<file path="src/rtl/mux41_arb.sv">
// ---------------------------------------------------------------------------
// mux41_arb
//   Round-robin arbiter that owns the select lines of a 4:1 mux. One requester
//   at a time gets the grant. The grant is held while the owner keeps
//   requesting. It is taken away after MAX_HOLD cycles if someone else is
//   waiting. Every grant is followed by a one-cycle gap before the next one.
//
// Parameters
//   MAX_HOLD : cycles an owner may keep the grant while others wait (1..255)
//
// Ports
//   clk   : clock, rising edge
//   rst_n : asynchronous active-low reset
//   req   : request per requester (bit0=a ... bit3=d)
//   gnt   : one-hot grant (registered)
//   s0    : mux select, high for owners 2 and 3 (registered)
//   s1    : mux select, high for owners 1 and 3 (registered)
//   busy  : high while a grant is active (registered)
// ---------------------------------------------------------------------------
module mux41_arb #(
    parameter int unsigned MAX_HOLD = 8
) (
    input  logic       clk,
    input  logic       rst_n,
    input  logic [3:0] req,
    output logic [3:0] gnt,
    output logic       s0,
    output logic       s1,
    output logic       busy
);

    typedef enum logic [1:0] {
        IDLE  = 2'd0,
        GRANT = 2'd1,
        GAP   = 2'd2
    } state_e;

    localparam logic [7:0] HOLD_MAX = 8'(MAX_HOLD);

    state_e     state_q, state_d;
    logic [1:0] owner_q, owner_d;
    logic [1:0] ptr_q,   ptr_d;
    logic [7:0] hold_q,  hold_d;
    logic [3:0] gnt_q,   gnt_d;
    logic       busy_q,  busy_d;

    logic [1:0] winner;
    logic [3:0] others;

    // First set request bit found when searching ptr, ptr+1, ... mod 4.
    // The scan runs from the farthest position inwards, so the nearest
    // hit is the last one written and wins.
    function automatic logic [1:0] pick(input logic [3:0] r, input logic [1:0] p);
        logic [1:0] w;
        logic [1:0] idx;
        w = p;
        for (int k = 3; k >= 0; k--) begin
            idx = p + 2'(k);
            if (r[idx]) w = idx;
        end
        return w;
    endfunction

    assign winner = pick(req, ptr_q);
    assign others = req & ~(4'b0001 << owner_q);

    // NOTE: every signal driven here gets its default first. Any path that
    // left one unassigned would infer a latch.
    always_comb begin
        state_d = state_q;
        owner_d = owner_q;
        ptr_d   = ptr_q;
        hold_d  = hold_q;
        gnt_d   = gnt_q;
        busy_d  = busy_q;

        unique case (state_q)
            // IDLE and GAP arbitrate identically. GAP exists only so that
            // a release edge can never issue a new grant by itself.
            IDLE, GAP: begin
                if (|req) begin
                    state_d = GRANT;
                    owner_d = winner;
                    hold_d  = 8'd1;
                    gnt_d   = 4'b0001 << winner;
                    busy_d  = 1'b1;
                end else begin
                    state_d = IDLE;
                    gnt_d   = 4'b0000;
                    busy_d  = 1'b0;
                end
            end
            GRANT: begin
                if (!req[owner_q] || (hold_q == HOLD_MAX && |others)) begin
                    state_d = GAP;
                    gnt_d   = 4'b0000;
                    busy_d  = 1'b0;
                    ptr_d   = owner_q + 2'd1;   // 3 wraps to 0
                end else if (hold_q != HOLD_MAX) begin
                    hold_d  = hold_q + 8'd1;
                end
            end
            default: begin
                state_d = IDLE;
                gnt_d   = 4'b0000;
                busy_d  = 1'b0;
            end
        endcase
    end

    // NOTE: state registers use non-blocking assignments. All flops then
    // update together from values sampled before the edge.
    always_ff @(posedge clk or negedge rst_n) begin
        if (!rst_n) begin
            state_q <= IDLE;
            owner_q <= 2'd0;
            ptr_q   <= 2'd0;
            hold_q  <= 8'd0;
            gnt_q   <= 4'b0000;
            busy_q  <= 1'b0;
        end else begin
            state_q <= state_d;
            owner_q <= owner_d;
            ptr_q   <= ptr_d;
            hold_q  <= hold_d;
            gnt_q   <= gnt_d;
            busy_q  <= busy_d;
        end
    end

    // The selects come straight from the owner register. They keep the last
    // owner through GAP and IDLE, and they cannot move while busy.
    assign gnt  = gnt_q;
    assign busy = busy_q;
    assign s0   = owner_q[1];
    assign s1   = owner_q[0];

endmodule
</file>
<file path="config.mk">
export PLATFORM = sky130hd
export DESIGN_NAME = mux41_arb
export DESIGN_NICKNAME = d
export VERILOG_FILES = /design/src/rtl/mux41_arb.sv
export SDC_FILE = /design/constraint.sdc
export NUM_CORES = 1
export LEC_CHECK = 0
export ABC_AREA = 1
export BUFFER_PORTS_ARGS = -buffer_cell sky130_fd_sc_hd__buf_4
export CAP_MARGIN = 10
export CORE_MARGIN = 1
export CORE_UTILIZATION = 35
export CTS_BUF_LIST = sky130_fd_sc_hd__clkbuf_4
export CTS_CLUSTER_DIAMETER = 60
export DETAILED_ROUTE_END_ITERATION = 6
export GPL_TIMING_DRIVEN = 0
export PLACE_DENSITY = 0.58
export SLEW_MARGIN = 10
export SYNTH_ARGS = -nofsm -noshare
export SYNTH_HDL_FRONTEND = slang
export SYNTH_SLANG_ARGS = --single-unit
</file>
<file path="constraint.sdc">
create_clock -name clk -period 2.55 [get_ports clk]
set_input_delay 0.3825 -clock clk [delete_from_list [all_inputs] [get_ports clk]]
set_output_delay 0.3825 -clock clk [all_outputs]
set_load 0.01 [all_outputs]
</file>
==> results.cfg, run 1 <==
[run_status]
outcome = finished, final reports clean

[die]
die_w_um = 62.83
die-area_um2 = 3947
start_util_pct = 37.62
pin_count = 13
rows = 21
die_h_um = 62.83
coreArea_um2 = 3442

[cts]
ctsResizeCount = 0
clock_sinks = 19
cts_made_buffers = 3
htreeDepth = 1
clock_latency_ps = 290
clk_pin_slew_ps = 110
cts_tree = done
cts-root-buf = clkbuf_4
ctsLongestPathBuffers = 2

[setup_path]
cp-startpoint = hold_q[0]
cp.arrival_ps = 1960
cp.required_ps = 2740
cp_common_cell = nand2_1
reg2regPathDepth = 8
end_kind = flip-flop
cp_num_buf_inv = 1
path_depth = 8
reg2reg_to = hold_q[7]
path_cells = inv_1 > ha_1 > nand4_1 > nor3b_2 > o21ai_2 > nand2_2 > nand2_1 > nand2_1
cp_slowest_cell = dfrtp_1
rrSetupSlack_ps = 790
worstSetupPathType = reg2reg
critPathLaunchType = flip-flop
reg2reg_from = hold_q[0]
worst_path_largest_cell_delay_ps = 470
cp_top_family = simple AND/OR/NAND/NOR gates
cp_max_fo = 9

[sta]
skew_ps = 1.989
setup_viol = 0
min_period_over_period_pct = 69.16
tightest_slew_ps = 440.9
worst_slew_margin_rel_pct = 70.60
period_needed_ps = 1764
max_freq_ghz = 0.5670
slew_violations = 0
rsz0062_at_grt = no
tns_ps = 0
hold_viol_final = 0

[grt]
grt_max_degree = 20
antenna_found_initial = 0
overflow = 0
grtUsageTotal_pct = 15.66
grt_pass1_wl_um = 4988
grt_pass1_vias = 1123

[routing]
wl_um = 2742
vias_per_cell = 4.753
final_antenna_net_count = 0
drtIter0Drc = 76
dr.pass1.iters = 4
vias = 1174
post_drt_wl_per_cell_um = 11.10
drc = 0

[pwr]
vdd_drop_max_mv = 0.3174
p_total_w = 0.001635
leakage_nw = 0.8175
p_per_area_nw_per_um2 = 1105

[synthesis]
synth_top_area_cell = dfrtp_1
avgSynthCellArea_um2 = 7.038
synthTopCellsByArea = dfrtp_1 (37%), nand2_1 (21%), nand3_1 (7.0%)
ys_seq_elements = 19
syn_nets = 196
synth_area_um2 = 1295
yosysTopAreaCellShare_pct = 36.71
yosysSeqAreaShare_pct = 36.71
synthDistinctLibCells = 26
yosys_warnings = 0
synth_cells = 184

[finish]
syn2layout_area_growth_pct = 14.30
design_area_um2 = 1480
nets = 214
antenna_cells = 0
nFillCells = 372
drive_gt1_share_pct = 17.91

[min_path]
hp-class = in2async

[placed_design]
hpwl_um = 2120
placed_area_um2 = 1443
port-buffer-count = 12
globalplace.congestion = 0.8040

[flow_run]
cap_violations = 0
-- state kept, by name (all words and copies together) (netlist names) --
signal   cells
ptr_q        2
state_q      2
hold_q       8
gnt          4
owner_q      2
busy         1
-- how the worst max path moves through the flow --
stage                endpoint
CTS                 hold_q[7]
detailed placement  hold_q[7]
global placement    hold_q[4]
finish              hold_q[7]
global route        hold_q[0]
floorplan           hold_q[7]
-- layout make-up --
cell class	instances	area (µm²)	share of cell area, %
clock buffers	3	22.52	1.522
flip-flops and latches	19	475.5	32.12
repair buffers	13	100.1	6.762
inverters	24	90.09	6.086
multi-input cells	139	710.7	48.01
well taps	46	57.56	3.888
clock inverters	1	5.005	0.3381
plain buffers	2	18.77	1.268
-- what timing repair did --
action,in CTS,in global routing
buffers inserted,0,0
endpoints found under the hold margin,19,0
hold buffers,1,0
-- per-stage QoR --
stage	cells	setup slack (ps)	hold WS, ps	utilization [%]
global placement	242	834.0	272.0	41.91
CTS	247	789.2	481.9	43.00
finish	247	786.3	490.5	43.00
floorplan	184	1032	86.91	-
detailed placement	242	809.7	272.1	41.91
global route	247	632.4	481.5	43.00
-- power breakdown --
part | total, W | leakage (nW) | internal [W] | switching, W
Sequential | 0.000482 | 0.247 | 0.000393 | 0.0000892
Clock | 0.000148 | 0.0177 | 0.0000583 | 0.0000902
Combinational | 0.00100 | 0.552 | 0.000354 | 0.000651
Total | 0.00164 | 0.817 | 0.000805 | 0.000830
-- cells by family after synthesis --
group                    Yosys count  share of synthesized area (%)
AND/OR/NAND/NOR                  115                          39.42
buffers and inverters             26                          8.405
flip-flops                        19                          36.72
AO/OA/AOI/OAI                     14                          6.957
adder cells (fa/ha/maj)            6                          5.797
XOR/XNOR                           4                          2.706
-- placed cells by master, fill, tap and decap left out --
cell type      synthesis  routed
a21boi_1               1       1
a21oi_1                3       3
a21oi_2                1       1
buf_4                  1      13
buf_6                  1       1
clkbuf_4               0       3
clkinv_1               1       1
clkinv_2               0       1
dfrtp_1               19      19
dlygate4sd3_1          0       1
ha_1                   6       6
inv_1                 15      15
inv_2                  8       8
nand2_1               73      73
nand2_2                1       1
nand2_4                2       2
nand3_1               18      18
nand4_1                6       6
nor2_1                 9       9
nor2_2                 1       1
nor2_4                 1       1
nor3_1                 2       2
nor3b_2                1       1
o21ai_1                4       4
o21ai_2                3       3
o22ai_1                2       2
or2_1                  1       1
xnor2_1                1       1
xor2_1                 3       3
-- cell usage after synthesis --
master and instances:
a21boi_1 1, a21oi_1 3, a21oi_2 1, buf_4 1, buf_6 1, clkinv_1 1, dfrtp_1 19, ha_1 6
inv_1 15, inv_2 8, nand2_1 73, nand2_2 1, nand2_4 2, nand3_1 18, nand4_1 6, nor2_1 9
nor2_2 1, nor2_4 1, nor3_1 2, nor3b_2 1, o21ai_1 4, o21ai_2 3, o22ai_1 2, or2_1 1
xnor2_1 1, xor2_1 3
-- layer usage --
metal	global-route usage, %	share of wire, %	up-vias
met5	0	0	-
li1	-	-	617
met2	27.58	50	17
met3	2.007	2.5	2
met4	6.105	0.73	0
met1	19.20	47	538
-- worst register-to-register path: stages (launching register included) --
cell,delay (ps)
dfrtp_1,470
inv_1,70
ha_1,190
nand4_1,100
nor3b_2,80
o21ai_2,370
nand2_2,220
nand2_1,110
nand2_1,50
No activity file was read; power rests on OpenSTA's default activity.
==> run 2, diff against run 1 <==
Settings changed: ABC_AREA 1 to 0, PLACE_DENSITY 0.58 to 0.6.
Clock period 2.55 ns to 1.6 ns, I/O delays scaled along.
==> run 2 against run 1 <==
Compared with the run above: the flow now finishes with violations (negative setup slack); sequential share of layout area down 2.8 points; clock-buffer cell count unchanged; die area down 14%; final area up 10%; global-route usage up 2.2 points; clock skew up 5.6 ps; highest routed layer unchanged.
==> results.cfg, run 2 <==
[finish]
drive_gt1_share_pct = 48.65
largest_reg_flops = 8
fin_cells = 192
seq_area_um2 = 478.0
largest-register = hold_q
nFillCells = 262
nets = 161
antenna_cells = 0
layout_common_cells = buf_4 (26), dfrtp_1 (17), o21ai_0 (8), nor2_1 (7), nand2_1 (7)
multi_input_area_um2 = 780.7
syn2layout_area_growth_pct = 46.29
final_common_cell = buf_4

[cts]
clock_latency_ps = 300
htreeDepth = 1
clock_sinks = 19
cts_tree = done
cts-root-buf = clkbuf_4
cts_made_buffers = 3
ctsLongestPathBuffers = 2
clk_pin_slew_ps = 120

[setup_path]
worst_path_largest_cell_delay_ps = 510
worstSetupPathType = reg2reg
cp_slowest_cell = dfrtp_2
cp_top_family = compound AO/OA/AOI/OAI gates
critPathLaunchType = flip-flop
cp.required_ps = 1840
cp.arrival_ps = 2140
cp_max_fo = 7
cp_num_buf_inv = 2
path_cells = inv_4 > ha_4 > nand2b_4 > o2111a_2 > o221ai_4 > buf_6 > or3_1 > a21oi_2
end_kind = flip-flop

[flow_run]
cap_violations = 0

[pwr]
power_frac_seq_pct = 29.4
swShare_pct = 40.89
internal-power_w = 0.001710
netSwitchingPower_w = 0.001183
leakage_nw = 0.6956
p_per_area_nw_per_um2 = 1776
vdd_drop_max_mv = 1.104
p_comb_share_pct = 61.7
clock_power_share_pct = 8.9

[sta]
hold_viol_final = 0
setup_viol = 17
min_period_over_period_pct = 118.8
slew_violations = 0
tns_ps = -3750
skew_ps = 7.593
rsz0062_at_grt = yes
worst_slew_margin_rel_pct = 66.10
fin_ws_ps = -300.8
max_freq_ghz = 0.5261
tightest_slew_ps = 508.6
period_needed_ps = 1901
holdWs_ps = 334.0

[die]
pin_count = 13
die-area_um2 = 3411
rows = 20
die_h_um = 58.41
die_w_um = 58.41
start_util_pct = 36.78
coreArea_um2 = 3028

[routing]
wl_met2_um = 1383
wl_met1_um = 1303
drc = 0
drtIter0Drc = 46
vias = 1009
wl_um = 2827
met3_length_um = 98
post_drt_wl_per_cell_um = 14.72
vias_per_cell = 5.255
dr.pass1.iters = 4
final_antenna_net_count = 0
routed.top_layer = met4

[run_status]
violations = negative setup slack
outcome = finished, violations left

[synthesis]
synth_area_um2 = 1114
yosys_warnings = 0
yosysTopAreaCellShare_pct = 42.70
synthDistinctLibCells = 40
yosys-top-cells-count = dfrtp_1 (19), nand2_1 (8), o21ai_0 (8)
synth_cells = 114
avgSynthCellArea_um2 = 9.768
synth_top_area_cell = dfrtp_1
synthTopCellsByArea = dfrtp_1 (43%), ha_1 (6.7%), o21ai_0 (3.6%)
synth-edff-count = 0
yosysSeqAreaShare_pct = 42.70
synthArstFlopShare_pct = 100.0
ys_seq_elements = 19
syn_nets = 126
synth_most_common_cell = dfrtp_1
ys.flop_type = dfrtp_1

[grt]
grtUsageTotal_pct = 17.82
antenna_found_initial = 0
grt_max_degree = 20
overflow = 0
grt_pass1_wl_um = 4560
grt_pass1_vias = 976

[placed_design]
port-buffer-count = 12
placed_cells = 170
globalplace.congestion = 0.7379
hpwl_um = 1723
place_ws_ps = -437.7

[min_path]
hp-class = in2async
==> run 2: changes by cell type after synthesis, moves of 5 or more <==
cell / before / now
inv_1: 15 / 7
inv_2: 8 / 0
nand2_1: 73 / 8
nand3_1: 18 / 4
nand4_1: 6 / 1
o21ai_0: 0 / 8
==> run 2: metrics by stage <==
| stage | cell area (µm²) | power, W | util [%] |
|---|---|---|---|
| 2_1_floorplan | 1167 | 0.001645 | - |
| 3_3_place_gp | 1313 | 0.001970 | 43.35 |
| 3_5_place_dp | 1313 | 0.002002 | 43.35 |
| 4_1_cts | 1494 | 0.002620 | 49.34 |
| 5_1_grt | 1629 | 0.003115 | 53.80 |
| 6_report | 1629 | 0.002893 | 53.80 |
==> run 2: cells by family (layout without fill, tap and decap cells) <==
group	count (synthesis)	count (layout)	synth area share, %
AO/OA/AOI/OAI	34	34	21.80
XOR/XNOR	1	1	0.7867
adder cells (fa/ha/maj)	6	6	6.741
buffers and inverters	9	43	3.146
flip-flops	19	19	42.70
multiplexers	6	6	5.730
AND/OR/NAND/NOR	39	39	19.10
==> run 2: what timing repair did <==
| item | 4_1_cts | 5_1_grt |
|---|---|---|
| setup endpoints to repair | 17 | 18 |
| endpoints found under the hold margin | 19 | 0 |
| hold buffers | 1 | 0 |
| resized for setup | 13 | 21 |
| setup buffers | 12 | 6 |
| pin swaps | 7 | 7 |
==> run 2: layout make-up <==
cell class	count	area share (%)
Clock buffer	3	1.382
Buffer	1	0.2304
Sequential cell	19	29.34
Inverter	7	1.920
Tap cell	44	3.379
Timing Repair Buffer	31	15.36
Multi-Input combinational cell	86	47.93
Clock inverter	1	0.4608
==> run 2: metal layers <==
layer,vias up,global-route usage (%)
li1,488,-
met1,496,23.88
met2,21,27.59
met3,4,3.736
met4,0,8.503
met5,-,0
==> run 2: power groups by stage <==
stage          Combinational, W  Sequential, W  Clock, W
2_1_floorplan          0.000791       0.000854         0
3_3_place_gp            0.00112       0.000851         0
3_5_place_dp            0.00114       0.000858         0
4_1_cts                 0.00153       0.000825  0.000265
5_1_grt                 0.00195       0.000882  0.000286
6_report                0.00179       0.000850  0.000258
==> run 2: worst register-to-register path, delay by kind of cell (launching register included) <==
kind                       cells  cell delay (ps)
AOI/OAI and AO/OA              3              530
adders and majority gates      1              120
buffers and inverters          2              260
DFF                            1              510
and+or+nand+nor                2              430
==> run 2: path summary, 6_finish.rpt <==
check                      startpoint    endpoint  slack (ps)  cells past startpoint
setup / recovery           owner_q[0]   hold_q[3]        -300                      8
hold / removal                  rst_n    ptr_q[0]         330                      2
min in group clk               req[1]  owner_q[1]         340                      4
max in group asynchronous       rst_n  owner_q[0]        1050                      2
hold reg to reg                  busy        busy         500                      2
setup reg to reg           owner_q[0]   hold_q[3]        -300                      8
